==> config.mk <==
export PLATFORM = sky130hd
export DESIGN_NAME = dpll_gear_ctrl
export DESIGN_NICKNAME = d
export VERILOG_FILES = /design/src/rtl/dpll_gear_ctrl.sv
export SDC_FILE = /design/constraint.sdc
export NUM_CORES = 1
export LEC_CHECK = 0
export CORE_UTILIZATION = 64
export CTS_BUF_LIST = sky130_fd_sc_hd__clkbuf_4 sky130_fd_sc_hd__clkbuf_8
export CTS_CLUSTER_DIAMETER = 40
export DETAILED_ROUTE_END_ITERATION = 16
export GPL_TIMING_DRIVEN = 0
export PLACE_DENSITY = 0.85
export SLEW_MARGIN = 10
export SYNTH_ARGS = -nofsm -noshare
export SYNTH_HDL_FRONTEND = slang
export SYNTH_SLANG_ARGS = --single-unit
==> constraint.sdc <==
create_clock -name clk -period 17.9 [get_ports clk]
set_clock_uncertainty 0.15 [all_clocks]
set_input_delay 2.685 -clock clk [delete_from_list [all_inputs] [get_ports clk]]
set_output_delay 2.685 -clock clk [all_outputs]
set_load 0.02 [all_outputs]
==> src/rtl/dpll_gear_ctrl.sv <==
// DPLL acquisition/tracking sequencer: open-loop calibration, then three loop-filter gears judged by dlf_out spread.
// Optional macro GEAR_RELOCK_EN: a wide-spread window after lock drops back to acquisition.
module dpll_gear_ctrl #(
   parameter int SETTLE_CYC = 64,
   parameter int WIN_LEN    = 256,
   parameter int MAX_WIN    = 16,
   parameter int ALPHA_ACQ  = 3,
   parameter int BETA_ACQ   = 4,
   parameter int ALPHA_MID  = 4,
   parameter int BETA_MID   = 6,
   parameter int ALPHA_TRK  = 5,
   parameter int BETA_TRK   = 7
) (
   input  logic        clk,
   input  logic        rst,
   input  logic        start,
   input  logic [15:0] dlf_out,
   input  logic [7:0]  lock_tol,
   output logic [2:0]  alpha,
   output logic [3:0]  beta,
   output logic        open_loop,
   output logic        rst_l_dpd,
   output logic        locked,
   output logic        timeout,
   output logic [1:0]  gear
);

   localparam int CW = (SETTLE_CYC > 1) ? $clog2(SETTLE_CYC) : 1;
   localparam int WW = $clog2(WIN_LEN);
   localparam int FW = $clog2(MAX_WIN + 1);

   typedef enum logic [2:0] {S_IDLE, S_CAL, S_ACQ, S_MID, S_TRK} state_t;

   state_t        state, state_n;
   logic [CW-1:0] cal_cnt, cal_n;
   logic [WW-1:0] win_cnt, win_n;
   logic [FW-1:0] fail_cnt, fail_n;
   logic          locked_n, timeout_n;
   logic [15:0]   min_v, max_v, lo, hi, spread;
   logic          in_gear, win_last, pass;
   logic [2:0]    alpha_n;
   logic [3:0]    beta_n;
   logic [1:0]    gear_n;
   logic          open_n;

   function automatic logic [15:0] umin(input logic [15:0] a, input logic [15:0] b);
      return (a < b) ? a : b;
   endfunction

   function automatic logic [15:0] umax(input logic [15:0] a, input logic [15:0] b);
      return (a > b) ? a : b;
   endfunction

   // Window extremes: the first sample of a window reseeds min/max
   always_comb begin
      in_gear  = (state == S_ACQ) || (state == S_MID) || (state == S_TRK);
      win_last = in_gear && (win_cnt == WW'(WIN_LEN - 1));
      lo       = (win_cnt == '0) ? dlf_out : umin(min_v, dlf_out);
      hi       = (win_cnt == '0) ? dlf_out : umax(max_v, dlf_out);
      spread   = hi - lo;
      pass     = (spread <= {8'd0, lock_tol});
   end

   always_comb begin
      state_n   = state;
      cal_n     = '0;
      win_n     = in_gear ? win_cnt + WW'(1) : '0;
      fail_n    = fail_cnt;
      locked_n  = locked;
      timeout_n = timeout;
      case (state)
         S_CAL: begin
            cal_n = cal_cnt + CW'(1);
            if (cal_cnt == CW'(SETTLE_CYC - 1)) begin
               state_n = S_ACQ;
               fail_n  = '0;
            end
         end
         S_ACQ, S_MID, S_TRK: begin
            if (win_last) begin
               if (state == S_TRK && locked) begin
`ifdef GEAR_RELOCK_EN
                  if (spread > {7'd0, lock_tol, 1'b0}) begin
                     locked_n = 1'b0;
                     state_n  = S_ACQ;
                     fail_n   = '0;
                  end
`endif
               end else if (pass) begin
                  fail_n = '0;
                  case (state)
                     S_ACQ:   state_n  = S_MID;
                     S_MID:   state_n  = S_TRK;
                     default: locked_n = 1'b1;
                  endcase
               end else if (fail_cnt == FW'(MAX_WIN - 1)) begin
                  timeout_n = 1'b1;
                  state_n   = S_CAL;
                  fail_n    = '0;
               end else begin
                  fail_n = fail_cnt + FW'(1);
               end
            end
         end
         default: ;
      endcase
      // A restart wins over any window evaluation in the same cycle
      if (start) begin
         state_n   = S_CAL;
         cal_n     = '0;
         win_n     = '0;
         fail_n    = '0;
         locked_n  = 1'b0;
         timeout_n = 1'b0;
      end
   end

   always_comb begin
      alpha_n = 3'(ALPHA_ACQ);
      beta_n  = 4'(BETA_ACQ);
      gear_n  = 2'd3;
      open_n  = 1'b1;
      case (state_n)
         S_ACQ: begin gear_n = 2'd0; open_n = 1'b0; end
         S_MID: begin gear_n = 2'd1; open_n = 1'b0; alpha_n = 3'(ALPHA_MID); beta_n = 4'(BETA_MID); end
         S_TRK: begin gear_n = 2'd2; open_n = 1'b0; alpha_n = 3'(ALPHA_TRK); beta_n = 4'(BETA_TRK); end
         default: ;
      endcase
   end

   always_ff @(posedge clk) begin
      if (rst) begin
         state     <= S_IDLE;
         cal_cnt   <= '0;
         win_cnt   <= '0;
         fail_cnt  <= '0;
         locked    <= 1'b0;
         timeout   <= 1'b0;
         alpha     <= 3'(ALPHA_ACQ);
         beta      <= 4'(BETA_ACQ);
         gear      <= 2'd3;
         open_loop <= 1'b1;
         rst_l_dpd <= 1'b1;
      end else begin
         state     <= state_n;
         cal_cnt   <= cal_n;
         win_cnt   <= win_n;
         fail_cnt  <= fail_n;
         locked    <= locked_n;
         timeout   <= timeout_n;
         alpha     <= alpha_n;
         beta      <= beta_n;
         gear      <= gear_n;
         open_loop <= open_n;
         rst_l_dpd <= open_n;
      end
   end

   always_ff @(posedge clk) begin
      min_v <= lo;
      max_v <= hi;
   end

endmodule
==> run metrics, run 1 <==
syn_nets=approximately 570; Final ANT Viol Nets=0; sequential area share after synthesis=0.305; CTS max path bufs=2; initial antenna violation count=0; Worst-Margin Slew=between 0.9 and 1 ns; endpoint class of the critical path=flip-flop; hold crit path type=flip-flop to flip-flop; mean post-synth cell area=~8.5 um^2; hpwl dp=7320 um; dominant synthesized flop cell=dfxtp_1; #FFs+latches synth=63; CTS clock-pin slew for the worst setup and hold paths=about 0.070 ns; Nets=622; drt via density=roughly 6; Die ar.=6790 um^2; Power, Total=368 uW; DRT iter0 DRCs=170; vias in the first global route=3584; WL final=9640 um; Crit Path Class=input pin to flip-flop; Syn Std Cell Area=a little over 4000 um^2; post-synthesis cell type count=60; via count=3656; grt total ovfl=0; Worst Path Max Fanout=10; Die W=82.4 um; CTS Root Cell=clkbuf_8; pwr dens=76.0 nW/um^2; Rows=28; status=finished, final reports clean; number of port buffers=37; number of remaining DRC errors=0; unrepaired setup endpoints after global routing=no; max capacitance violation total=0; minimum clock period=between 10 and 15 ns; htree depth=3; Post-Syn Instances=488; diodes inserted=0; worst-skew pair later-pin latency=0.36 ns; P&R area growth vs syn=17.2%; max-slew violations=0; # placed instances=600; first drt pass iteration count=5; max frequency=95.6 MHz; WL/cell=approximately 16 um; Pleak=0.00216 uW; total core area=6060 um^2; Max transition margin=0.354; Hold-fix buffers, CTS=0; initial core utilization=0.682; layout cells sized above 1=0.0961; num ports=40; pre-CTS WS=approximately 7.3 ns; largest net degree at the start of global routing=12; EDFF count, synth=0; final hold violation count=0; GRT Total Usage=0.311; crit path DAT=10.56 ns; peak supply drop=0.0520 mV; TritonCTS Buffers=9; crit start category=input pin; CTS tree=built; Sink Count=63; setup ws final=7.44 ns; RD Place Congestion=0.865; Layout Cells excl Fill=616; count of final setup violators=0; Post-CTS Setup Inserts=0; period utilization=0.584; asr flop ratio synth=0; first-pass GRT wire length=roughly 16000 um; setup TNS=0 ns; die height=82.4 um; # resized after CTS=0; Synth Warn #=0; WP data required=18.00 ns
[stage by stage]
step,cell area [um^2],hold WS (ns),utilization
floorplan,4140,0.260,-
global placement,4600,0.273,0.759
detailed placement,4600,0.277,0.759
CTS,4840,0.288,0.799
global route,4840,0.325,0.799
finish,4840,0.287,0.799
[layout make-up]
cell class              instances  area [um^2]
multi-input cells             363         2620
inverters                      49          184
well taps                      75         93.8
clock buffers                  10          138
clock inverters                 6          108
fillers                       420         1220
flip-flops and latches         63         1260
repair buffers                 37          370
plain buffers                  13         71.3
[logic make-up after synthesis]
| logic type | after synthesis | share of synthesized area |
|---|---|---|
| AND/OR/NAND/NOR | 149 | 0.172 |
| AO/OA/AOI/OAI | 114 | 0.183 |
| flip-flops | 63 | 0.305 |
| buffers and inverters | 62 | 0.0617 |
| adder cells (fa/ha/maj) | 59 | 0.180 |
| multiplexers | 20 | 0.0536 |
| XOR/XNOR | 19 | 0.0421 |
| other | 2 | 0.00182 |
[cells in the final DEF (no fill, tap or decap), types with 2 or more instances in the layout]
master | Yosys | final
dfxtp_1 | 63 | 63
ha_1 | 58 | 58
nor2_1 | 55 | 55
inv_1 | 49 | 49
a21oi_1 | 45 | 45
clkdlybuf4s50_1 | 0 | 37
nand2_1 | 27 | 27
mux2_2 | 17 | 17
nand3_1 | 17 | 17
o21ai_0 | 16 | 16
a21o_1 | 11 | 11
xnor2_1 | 11 | 11
clkbuf_8 | 0 | 10
nor3_1 | 9 | 9
clkbuf_1 | 8 | 8
nand2b_1 | 8 | 8
o211ai_1 | 7 | 7
xor2_1 | 7 | 7
nand4_1 | 6 | 6
nor2b_1 | 5 | 5
o21a_1 | 5 | 5
a31oi_1 | 4 | 4
buf_4 | 4 | 4
or4_1 | 3 | 3
and2_1 | 3 | 3
mux2i_1 | 3 | 3
and3_1 | 3 | 3
or2_2 | 3 | 3
bufinv_16 | 0 | 3
a2111oi_0 | 2 | 2
nor4_1 | 2 | 2
o31a_1 | 2 | 2
a211oi_2 | 2 | 2
or3_1 | 2 | 2
a22oi_1 | 2 | 2
conb_1 | 2 | 2
clkinv_2 | 0 | 2
[cell usage after synthesis (6+ instances only)]
cell type	instances	area [um^2]
a21o_1	11	82.6
a21oi_1	45	225
clkbuf_1	8	30.0
dfxtp_1	63	1260
ha_1	58	726
inv_1	49	184
mux2_2	17	191
nand2_1	27	101
nand2b_1	8	50.1
nand3_1	17	85.1
nand4_1	6	37.5
nor2_1	55	206
nor3_1	9	45.0
o211ai_1	7	52.6
o21ai_0	16	80.1
xnor2_1	11	96.3
xor2_1	7	61.3
[layer usage]
metal	vias to the layer above	track usage	wire, um
met5	-	0	0
met4	0	0.125	189
met2	110	0.560	4880
met1	1710	0.356	4080
met3	21	0.0648	488
li1	1815	-	-
[critical path, stage by stage]
cell and delay (ns):
clkdlybuf4s50_1 0.47, inv_1 0.07, ha_1 0.33, a21o_1 0.16, a21o_1 0.18, a2111oi_0 0.73
a31o_1 0.29, buf_6 0.18, clkbuf_1 0.53, a21o_1 0.23, inv_1 0.05, ha_1 0.23
fa_1 0.41, nand2b_1 0.18, a21oi_1 0.22, nor2_1 0.10, xnor2_1 0.13, ha_1 0.27
nand2_1 0.08, o31a_1 0.30, or4_1 0.47, a21oi_1 0.14, o2111ai_1 0.14, nor4_1 0.84
nand2_2 0.25, mux2i_1 0.23, o221ai_2 0.30, mux2_2 0.37
[flip-flops by register name, summed over array words and instances, names as in the netlist, 2 cells and up]
register  flops
alpha         3
state         3
max_v        16
fail_cnt      5
win_cnt       8
min_v        16
cal_cnt       6
gear          2
[path summary, 6_finish.rpt]
kind,end,cells after the start,from,slack (ns)
worst max-delay path,alpha[2],28,dlf_out[13],7.44
worst min-delay path,fail_cnt[4],2,fail_cnt[4],0.29
worst max register to register,alpha[2],26,max_v[13],10.01
worst min register to register,fail_cnt[4],2,fail_cnt[4],0.29
[power breakdown]
group / leakage (uW) / internal (uW) / switching (uW) / total, uW
logic: 0.00152 / 31.2 / 36.2 / 67.4
clock network: 0.000122 / 95.7 / 58.0 / 154
registers: 0.000520 / 144 / 2.68 / 147
total: 0.00216 / 271 / 96.9 / 368
No activity file was read; power rests on OpenSTA's default activity.
==> run 2: changes to the inputs <==
- CORE_UTILIZATION: 64 -> 60
- PLACE_DENSITY: 0.85 -> 0.8
- clock period: 17.9 -> 10.7 ns (I/O delays scaled with it)
==> run 2 against run 1 <==
Against the previous run: clock power up 33%; count of clock-buffer cells in the layout unchanged; first-iteration DRC count is 18% higher; highest routed layer unchanged; routed wire length down 6.5%; largest cell class unchanged; critical path depth is the same; cell count up 0.32%; worst setup slack got worse by 5.8 ns; worst hold slack lost 0.0030 ns.
==> run metrics, run 2 (synthesized netlist as in run 1, its figures left out) <==
status=finished, final reports clean (unchanged); Layout Utilization=0.738 (was 0.799); crit start category=input pin (unchanged); final hold violation count=0 (unchanged); first-pass GRT wire length=15500 um (was 15900 um); Max transition margin=0.428 (was 0.354); RD Place Congestion=0.891 (was 0.865); CTS Root Cell=clkbuf_8 (unchanged); setup TNS=0 ns (unchanged); DRT iter0 DRCs=201 (was 170); M1 WL=4340 um (was 4080 um); hold crit path type=flip-flop to flip-flop (unchanged); hpwl dp=7010 um (was 7320 um); WL final=9020 um (was 9640 um); diodes inserted=0 (unchanged); crit-path max cell delay=0.76 ns (was 0.84 ns); Pleak=0.00214 uW (was 0.00216 uW); Crit Path Class=input pin to flip-flop (unchanged); Worst Path Max Fanout=10 (unchanged); max capacitance violation total=0 (unchanged); initial antenna violation count=0 (unchanged); Top Metal Used=met4 (unchanged); Die ar.=7230 um^2 (was 6790 um^2); layout cells sized above 1=0.0961 (unchanged); Die W=85.0 um (was 82.4 um); max frequency=110 MHz; Final ANT Viol Nets=0 (unchanged); largest registers=max_v x16, min_v x16, win_cnt x8 (unchanged); number of remaining DRC errors=0 (unchanged); pre-CTS WS=1.40 ns (was 7.30 ns); count of final setup violators=0 (unchanged); commonest non-fill, non-tap cell in the layout=dfxtp_1 (unchanged); TritonCTS Buffers=9 (unchanged); WP data required=10.80 ns (was 18.00 ns); htree depth=3 (unchanged); Nets=622 (unchanged); largest net degree at the start of global routing=12 (unchanged); setup ws final=1.60 ns (was 7.44 ns); P&R area growth vs syn=15.9% (was 17.2%); Hold-fix buffers, CTS=0 (unchanged); max-slew violations=0 (unchanged); peak supply drop=0.0704 mV (was 0.0520 mV); # resized after CTS=0 (unchanged); endpoint class of the critical path=flip-flop (unchanged); pwr dens=117 nW/um^2 (was 76.0 nW/um^2); Post-CTS Setup Inserts=0 (unchanged); CTS tree=built (unchanged); GRT Total Usage=0.272 (was 0.311); worst-skew pair later-pin latency=0.36 ns (about the same); commonest cells after routing, fill and taps aside=dfxtp_1 (63), ha_1 (58), nor2_1 (55), inv_1 (49), a21oi_1 (45) (unchanged); number of port buffers=37 (unchanged); Worst-Margin Slew=0.850 ns (was 0.961 ns); Rows=29 (was 28); Sink Count=63 (unchanged); total core area=6490 um^2 (was 6060 um^2); via count=3567 (was 3656); crit path max-delay cell type=nor4_1 (unchanged); CTS clock-pin slew for the worst setup and hold paths=0.08 ns (was 0.07 ns); die height=85.0 um (was 82.4 um); WL/cell=14.6 um (was 15.7 um); met3 WL post-DR=432 um (was 488 um); unrepaired setup endpoints after global routing=no (unchanged); minimum clock period=9.10 ns; period utilization=0.850; WL met2=4050 um (was 4880 um); vias in the first global route=3424 (was 3584); first drt pass iteration count=5 (unchanged); drt via density=5.77 (was 5.94); initial core utilization=0.637 (was 0.682); CTS max path bufs=2 (unchanged); num ports=40 (unchanged); grt total ovfl=0 (unchanged); crit path DAT=9.19 ns (was 10.56 ns); hold_ws=0.284 ns (was 0.287 ns)
run 2: cell types whose count changed in the layout (fill, tap and decap cells not counted), sizes merged:
cell    delta
bufinv     -2
clkinv     +2
run 2: path summary, 6_finish.rpt:
check / start / endpoint / slack, ns / cells after the start
max: dlf_out[13] / alpha[2] / 1.60 / 28
min: fail_cnt[4] / fail_cnt[4] / 0.28 / 2
max reg2reg: max_v[13] / alpha[2] / 3.14 / 26
min reg2reg: fail_cnt[4] / fail_cnt[4] / 0.28 / 2
run 2: where the power goes:
| group | internal, uW | switching, uW | leakage (uW) | total [uW] |
|---|---|---|---|---|
| registers | 241 | 4.22 | 0.000520 | 246 |
| clock network | 109 | 95.9 | 0.0000994 | 205 |
| logic | 51.9 | 58.8 | 0.00152 | 111 |
| total | 402 | 159 | 0.00214 | 561 |
run 2: stage by stage:
stage / area [um^2] / power, uW / cells
floorplan: 4140 / 329 / 488
global placement: 4600 / 356 / 602
detailed placement: 4600 / 360 / 602
CTS: 4790 / 565 / 618
global route: 4790 / 595 / 618
finish: 4790 / 561 / 618
run 2: critical path, delay by kind of cell:
kind                     cells  cell delay (ns)
AO/OA/AOI/OAI               10             2.49
XOR/XNOR                     1             0.14
adder cells (fa/ha/maj)      4             1.21
multiplexers                 2             0.58
buffers and inverters        5             1.38
AND/OR/NAND/NOR              6             1.78
run 2: metal layers:
metal	vias up	GRT usage
li1	1809	-
met1	1654	0.371
met2	86	0.429
met3	18	0.0486
met4	0	0.106
met5	-	0
run 2: cell type report:
type                       instances  area [um^2]
timing repair buffer              37          370
multi-input combinational        363         2620
sequential                        63         1260
clock buffer                      10          131
buffer                            13         71.3
clock inverter                     6         61.3
tap                               77         96.3
fill                             481         1700
inverter                          49          184
